File: src/rtl/mem_arbiter.sv
// Byte-serial arbiter/sequencer sharing the 8-bit RAM/IO port between instruction fetch and the LSB.
// Optional macro MEM_ARB_STARVE_GUARD_EN bounds how many LS grants can pass a waiting fetch.
module mem_arbiter #(
    parameter int STARVE_LIMIT = 4
) (
    input  logic        clk,
    input  logic        reset,
    input  logic        rdy,
    input  logic        flush,
    input  logic        io_buffer_full,
    input  logic        if_req,
    input  logic [31:0] if_addr,
    output logic        if_ack,
    output logic [31:0] if_data,
    input  logic        ls_req,
    input  logic        ls_we,
    input  logic [1:0]  ls_size,
    input  logic [31:0] ls_addr,
    input  logic [31:0] ls_wdata,
    output logic        ls_ack,
    output logic [31:0] ls_rdata,
    input  logic [7:0]  mem_din,
    output logic [7:0]  mem_dout,
    output logic [31:0] mem_a,
    output logic        mem_wr,
    output logic [1:0]  o_dbg_state
);

    // Requests are level handshakes: req is held until the one-cycle ack, and the
    // requester drops or changes it on the edge that ends the ack cycle.
    typedef enum logic [1:0] {IDLE = 2'd0, READ = 2'd1, WRITE = 2'd2, ACK = 2'd3} state_t;

    state_t      r_state;
    state_t      w_state_next;
    logic        r_owner_ls;
    logic [31:0] r_base;
    logic [2:0]  r_n;
    logic [2:0]  r_cnt;
    logic [31:0] r_data;
    logic [31:0] r_if_data;
    logic [31:0] r_ls_rdata;

    logic        w_ls_elig;
    logic        w_force_if;
    logic        w_grant_ls;
    logic        w_grant_if;
    logic [2:0]  w_ls_n;
    logic [1:0]  w_cap_idx;
    logic [31:0] w_asm;
    logic [31:0] w_result;

    assign o_dbg_state = r_state;
    assign if_data     = r_if_data;
    assign ls_rdata    = r_ls_rdata;
    assign if_ack      = (r_state == ACK) && !r_owner_ls;
    assign ls_ack      = (r_state == ACK) && r_owner_ls;

`ifdef MEM_ARB_STARVE_GUARD_EN
    logic [2:0] r_starve;

    assign w_force_if = (r_starve == 3'(STARVE_LIMIT)) && if_req;

    always_ff @(posedge clk) begin
        if (!reset) begin
            r_starve <= 3'd0;
        end else if (rdy && r_state == IDLE) begin
            if (w_grant_if || (w_grant_ls && !if_req)) begin
                r_starve <= 3'd0;
            end else if (w_grant_ls) begin
                r_starve <= r_starve + 3'd1;
            end
        end
    end
`else
    assign w_force_if = 1'b0;
`endif

    // An IO store cannot be started while the UART buffer has no room.
    assign w_ls_elig  = ls_req && !(ls_we && ls_addr[17:16] == 2'b11 && io_buffer_full);
    assign w_grant_ls = w_ls_elig && !w_force_if && !flush;
    assign w_grant_if = if_req && !w_grant_ls && !flush;
    assign w_cap_idx  = 2'(r_cnt - 3'd1);

    always_comb begin
        w_ls_n = 3'd4;
        case (ls_size)
            2'b00:   w_ls_n = 3'd1;
            2'b01:   w_ls_n = 3'd2;
            default: w_ls_n = 3'd4;
        endcase
    end

    // RAM data lags the address by one cycle, so byte cnt-1 arrives while cnt is driven.
    always_comb begin
        w_asm = r_data;
        if (r_cnt != 3'd0) begin
            case (w_cap_idx)
                2'd0: w_asm[7:0]   = mem_din;
                2'd1: w_asm[15:8]  = mem_din;
                2'd2: w_asm[23:16] = mem_din;
                2'd3: w_asm[31:24] = mem_din;
            endcase
        end
        case (r_n)
            3'd1:    w_result = {24'd0, w_asm[7:0]};
            3'd2:    w_result = {16'd0, w_asm[15:0]};
            default: w_result = w_asm;
        endcase
    end

    always_comb begin
        w_state_next = r_state;
        case (r_state)
            IDLE: begin
                if (w_grant_ls) begin
                    w_state_next = ls_we ? WRITE : READ;
                end else if (w_grant_if) begin
                    w_state_next = READ;
                end
            end
            READ: begin
                if (flush) begin
                    w_state_next = IDLE;
                end else if (r_cnt == r_n) begin
                    w_state_next = ACK;
                end
            end
            WRITE: begin
                if (r_cnt == r_n - 3'd1) begin
                    w_state_next = ACK;
                end
            end
            default: w_state_next = IDLE;
        endcase
    end

    always_comb begin
        mem_a    = 32'd0;
        mem_dout = 8'd0;
        mem_wr   = 1'b0;
        case (r_state)
            READ: begin
                if (r_cnt < r_n) begin
                    mem_a = r_base + {29'd0, r_cnt};
                end else begin
                    mem_a = r_base + {29'd0, r_n} - 32'd1;
                end
            end
            WRITE: begin
                mem_a  = r_base + {29'd0, r_cnt};
                mem_wr = rdy;
                case (r_cnt[1:0])
                    2'd0: mem_dout = r_data[7:0];
                    2'd1: mem_dout = r_data[15:8];
                    2'd2: mem_dout = r_data[23:16];
                    2'd3: mem_dout = r_data[31:24];
                endcase
            end
            default: ;
        endcase
    end

    always_ff @(posedge clk) begin
        if (!reset) begin
            r_state    <= IDLE;
            r_owner_ls <= 1'b0;
            r_base     <= 32'd0;
            r_n        <= 3'd0;
            r_cnt      <= 3'd0;
            r_data     <= 32'd0;
            r_if_data  <= 32'd0;
            r_ls_rdata <= 32'd0;
        end else if (rdy) begin
            r_state <= w_state_next;
            case (r_state)
                IDLE: begin
                    if (w_grant_ls || w_grant_if) begin
                        r_cnt      <= 3'd0;
                        r_owner_ls <= w_grant_ls;
                        r_base     <= w_grant_ls ? ls_addr : if_addr;
                        r_n        <= w_grant_ls ? w_ls_n : 3'd4;
                        if (w_grant_ls && ls_we) begin
                            r_data <= ls_wdata;
                        end
                    end
                end
                READ: begin
                    if (!flush) begin
                        r_data <= w_asm;
                        r_cnt  <= r_cnt + 3'd1;
                        if (r_cnt == r_n) begin
                            if (r_owner_ls) begin
                                r_ls_rdata <= w_result;
                            end else begin
                                r_if_data <= w_result;
                            end
                        end
                    end
                end
                WRITE: r_cnt <= r_cnt + 3'd1;
                default: ;
            endcase
        end
    end

endmodule

File: config.mk
export PLATFORM = sky130hd
export DESIGN_NAME = mem_arbiter
export DESIGN_NICKNAME = d
export VERILOG_FILES = /design/src/rtl/mem_arbiter.sv
export SDC_FILE = /design/constraint.sdc
export NUM_CORES = 1
export LEC_CHECK = 0
export BUFFER_PORTS_ARGS = -buffer_cell sky130_fd_sc_hd__buf_4
export CAP_MARGIN = 30
export CORE_MARGIN = 5
export CORE_UTILIZATION = 60
export CTS_CLUSTER_DIAMETER = 150
export DETAILED_ROUTE_END_ITERATION = 12
export GPL_TIMING_DRIVEN = 0
export PLACE_DENSITY_LB_ADDON = 0.25
export SLEW_MARGIN = 20
export SYNTH_ARGS = -nofsm -noshare
export SYNTH_HDL_FRONTEND = slang
export SYNTH_SLANG_ARGS = --single-unit
File: constraint.sdc
create_clock -name clk -period 5.3 [get_ports clk]
set_clock_uncertainty 0.2 [all_clocks]
set_input_delay 0.53 -clock clk [delete_from_list [all_inputs] [get_ports clk]]
set_output_delay 0.53 -clock clk [all_outputs]
set_load 0.005 [all_outputs]
Word level (Yosys, flattened, before mapping)
Index checks and enable logic that the tools add are counted.
- register bits: 137
- input bits: 114
- output and inout bits: 109
- word-level logic and storage cells: 93
- bitwise gates (word level): 2
- order comparisons: 1
- add/subtract/negate cells: 6
- reductions and logical operators: 27
- equality and inequality tests: 21
- multiplexer cells: 28
- operators by type and width (cell ; count):
    32-bit two-way mux ; 6
    32-bit one-hot mux with 2 select lines ; 3
    32-bit by 3-bit adder with 32-bit output ; 2
    8-bit two-way mux ; 5
    8-bit one-hot mux with 4 select lines ; 1
    32-bit by 1-bit subtractor with 32-bit output, second input constant ; 1
    5-bit AND reduction ; 3
    2-bit == test, second input constant ; 7
    2-bit two-way mux ; 6
    1-bit logical AND ; 9
    3-bit two-way mux ; 3
    3-bit one-hot mux with 3 select lines ; 1
    2-bit by 1-bit == test with 1-bit output, second input constant ; 4
    2-bit logical NOT ; 4
    2-bit != test, second input constant ; 4
    4-bit AND reduction ; 2
    3-bit == test ; 2
    3-bit != test, second input constant ; 2
    2-bit one-hot mux with 3 select lines ; 1
    3-bit one-hot mux with 2 select lines ; 1
    3-bit nonzero test ; 2
    1-bit logical NOT ; 4
    3-bit by 1-bit adder with 3-bit output, second input constant ; 1
    3-bit by 1-bit == test with 1-bit output, second input constant ; 1
    other kinds (9) ; 10

Depth between registers and ports, before layout
Gate-level depths: netlist of the first run.
- word-level depth: 12
- mapped depth: 12
- gate-level depth less buffers: 12

Least setup slack after synthesis of the first run
Ideal clock, no wire load.
- path type: register -> output
- start: register r_base[1]
- end: output mem_a[21]
- setup slack: 1.663 ns
- required time: 4.570 ns
- stages on the path, launching flop included: 13
- data arrival time: 2.907 ns
- buffers on the path: 0
- cell sequence: dfxtp_1 > inv_1 > ha_1 > inv_1 > ha_1 > fa_1 > a211oi_2 > o21ai_2 > o2111a_2 > o2111ai_4 > a211oi_2 > or4_1 > nand3_1
- cells in the longest elaborated chain, start to end: 4
- elaborated cells between the ends (all ways): 5
- those cells by class: add/sub (3); mux (2)
- RTL lines (item ; RTL line ; source):
    start, declared ; 36 ; logic [31:0] r_base;
    start signal, assigned ; 180 ; r_base <= w_grant_ls ? ls_addr : if_addr;
    32-bit by 3-bit adder with 32-bit output ; 146 ; mem_a = r_base + {29'd0, r_n} - 32'd1;
    32-bit by 1-bit subtractor with 32-bit output ; 146 ;
    32-bit two-way mux ; 143 ; if (r_cnt < r_n) begin
    32-bit one-hot mux with 2 select lines * ; 141 ; case (r_state)
    end, declared ; 24 ; output logic [31:0] mem_a,
Every way passes the cells marked *; elsewhere a longest branch is shown, timed or not.

Final worst setup path of the first run
- start: register r_n[1]
- end: output mem_a[21]
- cells in the longest elaborated chain, start to end: 4
- elaborated cells between the ends (all ways): 5
- those cells by class: add/sub (2); order compare (1); mux (2)
- RTL lines (item ; RTL line ; source):
    start, declared ; 37 ; logic [2:0] r_n;
    start signal, assigned ; 181 ; r_n <= w_grant_ls ? w_ls_n : 3'd4;
    32-bit by 3-bit adder with 32-bit output ; 146 ;
    32-bit by 1-bit subtractor with 32-bit output ; 146 ;
    32-bit two-way mux * ; 143 ;
    32-bit one-hot mux with 2 select lines * ; 141 ;
Marks and branches as above.

==> reports/metrics.cfg, run 1 <==
[detailed_routing]
routed_wirelength_um=35800
detail-route-antenna-nets=0
post_drt_wl_per_cell_um=20.8
dr_total_vias=11000
drt-vias-per-instance=6.38
drc_errors=0
drt_first_iter_violations=1243
detailedRoute.firstPassIterationCount=7

[sta]
hold_slack_ns=0.155
worst_slew_pin_tran_ns=0.864
setup-violations-final=0
fin_setup_tns_ns=0
period_minus_slack_ns=4.61
timing.max_slew.rel_slack_pct=41.9
final_hold_viol_count=0
setup_repair_after_global_routing_missed_its_margin=no
final_max_slew_viol_count=0
finalCritPeriodShare_pct=87.1
max_freq_mhz=217

[clock_network]
post_cts.repair.setup_buffers=0
cts_root_buffer=clkbuf_16
numCtsBuffers=17
htree_num_levels=4
clockBufferDepth=2
holdBufCountCts=0
worstSkewPairLatency_ns=0.44
clk_transition_reported_paths_ns=0.07
tritoncts=done
cts.repair.resized=0
numClockSinks=137

[yosys]
synth_enable_flop_cells=0
syn-instance-count=1251
synth_seq_cells=137
yosysTopAreaCell=dfxtp_1
yosysSeqAreaShare_pct=28.2
synth_warnings=0
ys_async_sr_fraction_pct=0
synth_area_leaders=dfxtp_1 28%, ha_1 10%, nand2_1 9.0%
synthesized_net_count=1447
synth_cell_type_count=73
synthesized_area_divided_by_synthesized_cell_count_um2=7.78
synth.cell_area_um2=9740
synth_top_cell_area_share_pct=28.2
ys.flop_type=dfxtp_1

[worst_setup_path]
setup.worst_path.end_class=output port
worst-path-max-fanout=5
worstPathCellList=inv_1 -> ha_1 -> inv_1 -> ha_1 -> fa_1 -> a211oi_2 -> o21ai_2 -> o2111a_2 -> o2111ai_4 -> a211oi_2 -> or4_1 -> nand3_1 -> buf_4
crit_arrival_ns=3.88
critical_path_buf_inv_count=3
max_incr_delay_on_cp_ns=0.49
slowest_stage=fa_1
cp-start-kind=register
worst-endpoint-required_ns=4.57
cp_top_family=compound AO/OA/AOI/OAI gates
critical_path_class=register to output port

[global_route]
global_route_wire_length_before_repair_um=54900
globalRouteTotalUtil_pct=37.3
grt_pass1_vias=10500
antenna_violations_before_repair=0
maximum_number_of_pins_on_one_net_before_global_route_repair=17
grt_overflow=0

[floorplanning]
floorplan.die_area_um2=18900
core_region_area_um2=15900
width_of_the_chip_um=137
io-pin-count=223
floorplan.rows=46
effective_utilization_at_floorplan_pct=61.3
floorplan.die.height_um=137

[final_layout]
layout-area-overhead-vs-synth_pct=26.0
final_core_utilization_pct=77.2
post_route_cells_drive_above_1_share_pct=19.0
antenna-diode-count=0
num-nets-final=1687

[power]
static-leakage-power_nw=5.16
int_pwr_w=0.00217
vdd_ir_drop_max_mv=0.240
power.switching_w=0.00122
p_per_area_nw_per_um2=276
clock_group_share_of_total_power_pct=36.4
seqPwrFrac_pct=33.8
power.share.switching_pct=36.1
pwr-share-comb_pct=29.8

[place]
detailedPlacementHpwl_um=27100
routabilityCongestion=1.01
portBuffers=221

[run]
drv.max_cap_violation_count=0

[hold_path]
hold_path.class=primary input to register

[run_status]
status=completed

tightest hold or removal path: stages:
cell      delay (ns)
buf_4           0.11
nand2_1         0.04
a311oi_1        0.07
power by group through the flow:
stage               logic, W  clock network [W]  registers, W
floorplan           0.000693                  0       0.00114
global placement    0.000954                  0       0.00117
detailed placement  0.000974                  0       0.00117
CTS                 0.000986            0.00123       0.00114
global route         0.00110            0.00127       0.00115
finish               0.00101            0.00123       0.00115
area by class of cell:
class / count / area, um^2
Clock inverter: 15 / 176
Timing Repair Buffer: 221 / 1660
Inverter: 63 / 236
Clock buffer: 17 / 425
Fill cell: 1215 / 3620
Buffer: 81 / 315
Sequential cell: 137 / 2740
Tap cell: 216 / 270
Multi-Input combinational cell: 970 / 6440
synthesized netlist by cell type (all sizes together) (4+ instances only):
| master | count |
|---|---|
| a211oi | 21 |
| a21boi | 11 |
| a21o | 15 |
| a21oi | 86 |
| a222oi | 8 |
| a22oi | 4 |
| a311oi | 33 |
| a31oi | 5 |
| and2 | 37 |
| and3 | 4 |
| and4 | 4 |
| buf | 11 |
| clkbuf | 70 |
| dfxtp | 137 |
| ha | 80 |
| inv | 61 |
| mux2 | 8 |
| mux2i | 10 |
| nand2 | 233 |
| nand2b | 14 |
| nand3 | 26 |
| nand4 | 13 |
| nor2 | 91 |
| nor2b | 9 |
| nor3 | 12 |
| o211a | 4 |
| o211ai | 7 |
| o21a | 12 |
| o21ai | 39 |
| o221a | 33 |
| o22a | 33 |
| o22ai | 19 |
| or3 | 9 |
| xnor2 | 37 |
| xor2 | 9 |
sequential cells by signal, indices dropped and copies added (netlist names):
name and count:
if_data 32, ls_rdata 32, r_base 32, r_data 32, r_cnt 3, r_n 3
o_dbg_state 2, r_owner_ls 1
path summary, 6_finish.rpt:
check | depth (start not counted) | from | endpoint | slack [ns]
setup / recovery | 13 | r_n[1] | mem_a[21] | 0.69
hold / removal | 3 | ls_addr[8] | r_base[8] | 0.16
setup reg to reg | 8 | o_dbg_state[0] | r_base[9] | 2.39
hold reg to reg | 2 | ls_rdata[15] | ls_rdata[15] | 0.26
metrics by stage:
stage	std cells	total power [W]	worst slack, ns	area [um^2]
6_report	1720	0.00339	0.685	12300
2_1_floorplan	1251	0.00183	1.66	9740
4_1_cts	1720	0.00336	0.706	12300
3_5_place_dp	1688	0.00214	1.24	11700
3_3_place_gp	1688	0.00212	1.30	11700
5_1_grt	1720	0.00352	0.500	12300
cell families (layout without fill, tap and decap cells):
logic type	count (synthesis)	after routing	share of synthesized area [%]
and+or+nand+nor	462	462	21.3
DFF	137	137	28.2
buffers and inverters	144	397	5.67
AOI/OAI and AO/OA	362	362	28.1
xor gates and xnor gates	46	46	4.14
muxes	18	18	1.95
adders and majority gates	82	82	10.7
placed cells by master (no fill, tap or decap), drive strengths merged, types with 13 or more instances in the layout:
master and count:
nand2 233, buf 232, dfxtp 137, nor2 91, clkbuf 87, a21oi 86, ha 80, inv 70
o21ai 39, xnor2 37, and2 37, a311oi 33, o22a 33, o221a 33, nand3 26, a211oi 21
o22ai 19, a21o 15, nand2b 14, nand4 13
metal layers:
| metal | share of wire [%] | GRT usage, % |
|---|---|---|
| met1 | 37 | 43.9 |
| met5 | 0 | 0 |
| met3 | 9.9 | 8.55 |
| met4 | 6.3 | 20.9 |
| met2 | 47 | 62.3 |
(Power assumes the default switching activity.)
==> run 2, diff against run 1 <==
Settings changed: PLACE_DENSITY from default to 0.9, PLACE_DENSITY_LB_ADDON 0.25 to default.
==> run 2 against run 1 <==
Compared with the run above:
- combinational power about the same
- clock power about the same
- die area unchanged
- global-route usage decreased by 0.69 points
- register-to-register slack about the same
- sequential power about the same
- utilization about the same
- largest cell class unchanged
- cell count unchanged
==> reports/metrics.cfg, run 2 (synthesis results as in run 1) <==
[hold_path]
holdPathStages=3
min_from=ls_addr[5]
hold_path.class=primary input to register
hold_end=r_base[5]

[clock_network]
numCtsBuffers=17
clockBufferDepth=2
cts_root_buffer=clkbuf_16
numClockSinks=137
holdBufCountCts=0
tritoncts=done
clk_transition_reported_paths_ns=0.08
post_cts.repair.setup_buffers=0
htree_num_levels=4
worstSkewPairLatency_ns=0.45
cts.repair.resized=0

[sta]
final_max_slew_viol_count=0
setup_repair_after_global_routing_missed_its_margin=no
period_minus_slack_ns=4.55
final_hold_viol_count=0
worst_slew_pin_tran_ns=0.772
finalCritPeriodShare_pct=85.8
layout_setup_ws_ns=0.751
timing.max_slew.rel_slack_pct=48.1
setup-violations-final=0
max_freq_mhz=220
hold_slack_ns=0.165
fin_setup_tns_ns=0

[place]
detailedPlacementHpwl_um=26600
dp_worst_setup_slack_ns=1.31
routabilityCongestion=1.03
portBuffers=221
dp.cells=1688

[worst_setup_path]
r2r_cells=8
cp_top_family=compound AO/OA/AOI/OAI gates
worst-path-max-fanout=5
terminus_of_the_critical_flop_to_flop_path=r_base[28]
slowest_stage=fa_1
setup.worst_path.end_class=output port
worstPathCellList=inv_1 -> ha_1 -> inv_1 -> ha_1 -> fa_1 -> a211oi_2 -> o21ai_2 -> o2111a_2 -> o2111ai_4 -> a211oi_2 -> o21a_1 -> o32ai_1 -> buf_4
critical_path_buf_inv_count=3
crit_arrival_ns=3.82
max_incr_delay_on_cp_ns=0.46
cp-start-kind=register
worst-endpoint-required_ns=4.57
critical_path.reg2reg.startpoint=o_dbg_state[0]
rrSetupSlack_ns=2.39
critical_path_class=register to output port

[detailed_routing]
drc_errors=0
dr_total_vias=11000
routed_wirelength_um=35300
detailedRoute.firstPassIterationCount=8
drt_first_iter_violations=1195
post_drt_wl_per_cell_um=20.5
drt-vias-per-instance=6.38
detail-route-antenna-nets=0

[power]
static-leakage-power_nw=5.15
clock_group_share_of_total_power_pct=36.4
power.share.switching_pct=35.9
int_pwr_w=0.00217
pwr-share-comb_pct=29.7
p_per_area_nw_per_um2=275
total_power_w=0.00338
seqPwrFrac_pct=34.0
power.switching_w=0.00121
vdd_ir_drop_max_mv=0.365

[global_route]
global_route_wire_length_before_repair_um=54100
grt_pass1_vias=10500
maximum_number_of_pins_on_one_net_before_global_route_repair=17
grt_overflow=0
antenna_violations_before_repair=0
globalRouteTotalUtil_pct=36.6

[floorplanning]
floorplan.die_area_um2=18900
floorplan.rows=46
width_of_the_chip_um=137
io-pin-count=223
core_region_area_um2=15900
effective_utilization_at_floorplan_pct=61.3
floorplan.die.height_um=137

[final_layout]
final_cell_count_no_fill=1720
antenna-diode-count=0
layout-area-overhead-vs-synth_pct=26.0
post_route_cells_drive_above_1_share_pct=19.0
num-nets-final=1687
num-fill-cells=1180
mostFrequentLayoutCell=nand2_1
most-common-layout-cells=233 x nand2_1, 221 x buf_4, 137 x dfxtp_1, 91 x nor2_1, 82 x a21oi_1

[run]
drv.max_cap_violation_count=0

[run_status]
status=completed

-- run 2: layout make-up --
type	instances	area, um^2	share of cell area, %
plain buffers	81	315	2.57
multi-input cells	970	6440	52.5
flip-flops and latches	137	2740	22.4
clock inverters	15	175	1.43
inverters	63	236	1.93
repair buffers	221	1660	13.5
well taps	216	270	2.20
clock buffers	17	425	3.47
-- run 2: through the flow --
stage               utilization, %  area [um^2]
detailed placement            73.4        11700
global placement              73.4        11700
CTS                           77.2        12300
global route                  77.2        12300
finish                        77.2        12300
floorplan                        -         9740
-- run 2: metal layers --
metal	global-route usage (%)	vias to the layer above	part of all wire (%)
li1	-	4972	-
met1	42.4	5069	36
met2	60.0	726	46
met3	9.53	199	11
met4	22.7	0	6.9
met5	0	-	0
-- run 2: worst max path at each step --
stage	start	end	slack (ns)	cells after the start
finish	r_n[1]	mem_a[19]	0.75	13
global route	r_cnt[1]	mem_a[30]	0.55	10
CTS	r_n[1]	mem_a[21]	0.82	13
detailed placement	r_n[1]	mem_a[21]	1.31	13
global placement	r_n[1]	mem_a[21]	1.33	13
floorplan	r_base[1]	mem_a[21]	1.66	12
-- run 2: worst register-to-register path: cells and delay by family (launching register included) --
| kind | cells | cell delay [ns] |
|---|---|---|
| buffers and inverters | 4 | 1.43 |
| and+or+nand+nor | 2 | 0.41 |
| DFF | 1 | 0.37 |
| AOI/OAI and AO/OA | 1 | 0.20 |
| adders and majority gates | 1 | 0.15 |
-- run 2: power by group through the flow --
stage          Clock [W]  Combinational, W  Sequential, W
5_1_grt          0.00127           0.00109        0.00115
4_1_cts          0.00121          0.000978        0.00114
3_5_place_dp           0          0.000965        0.00116
6_report         0.00123           0.00100        0.00115
2_1_floorplan          0          0.000693        0.00114
3_3_place_gp           0          0.000942        0.00116
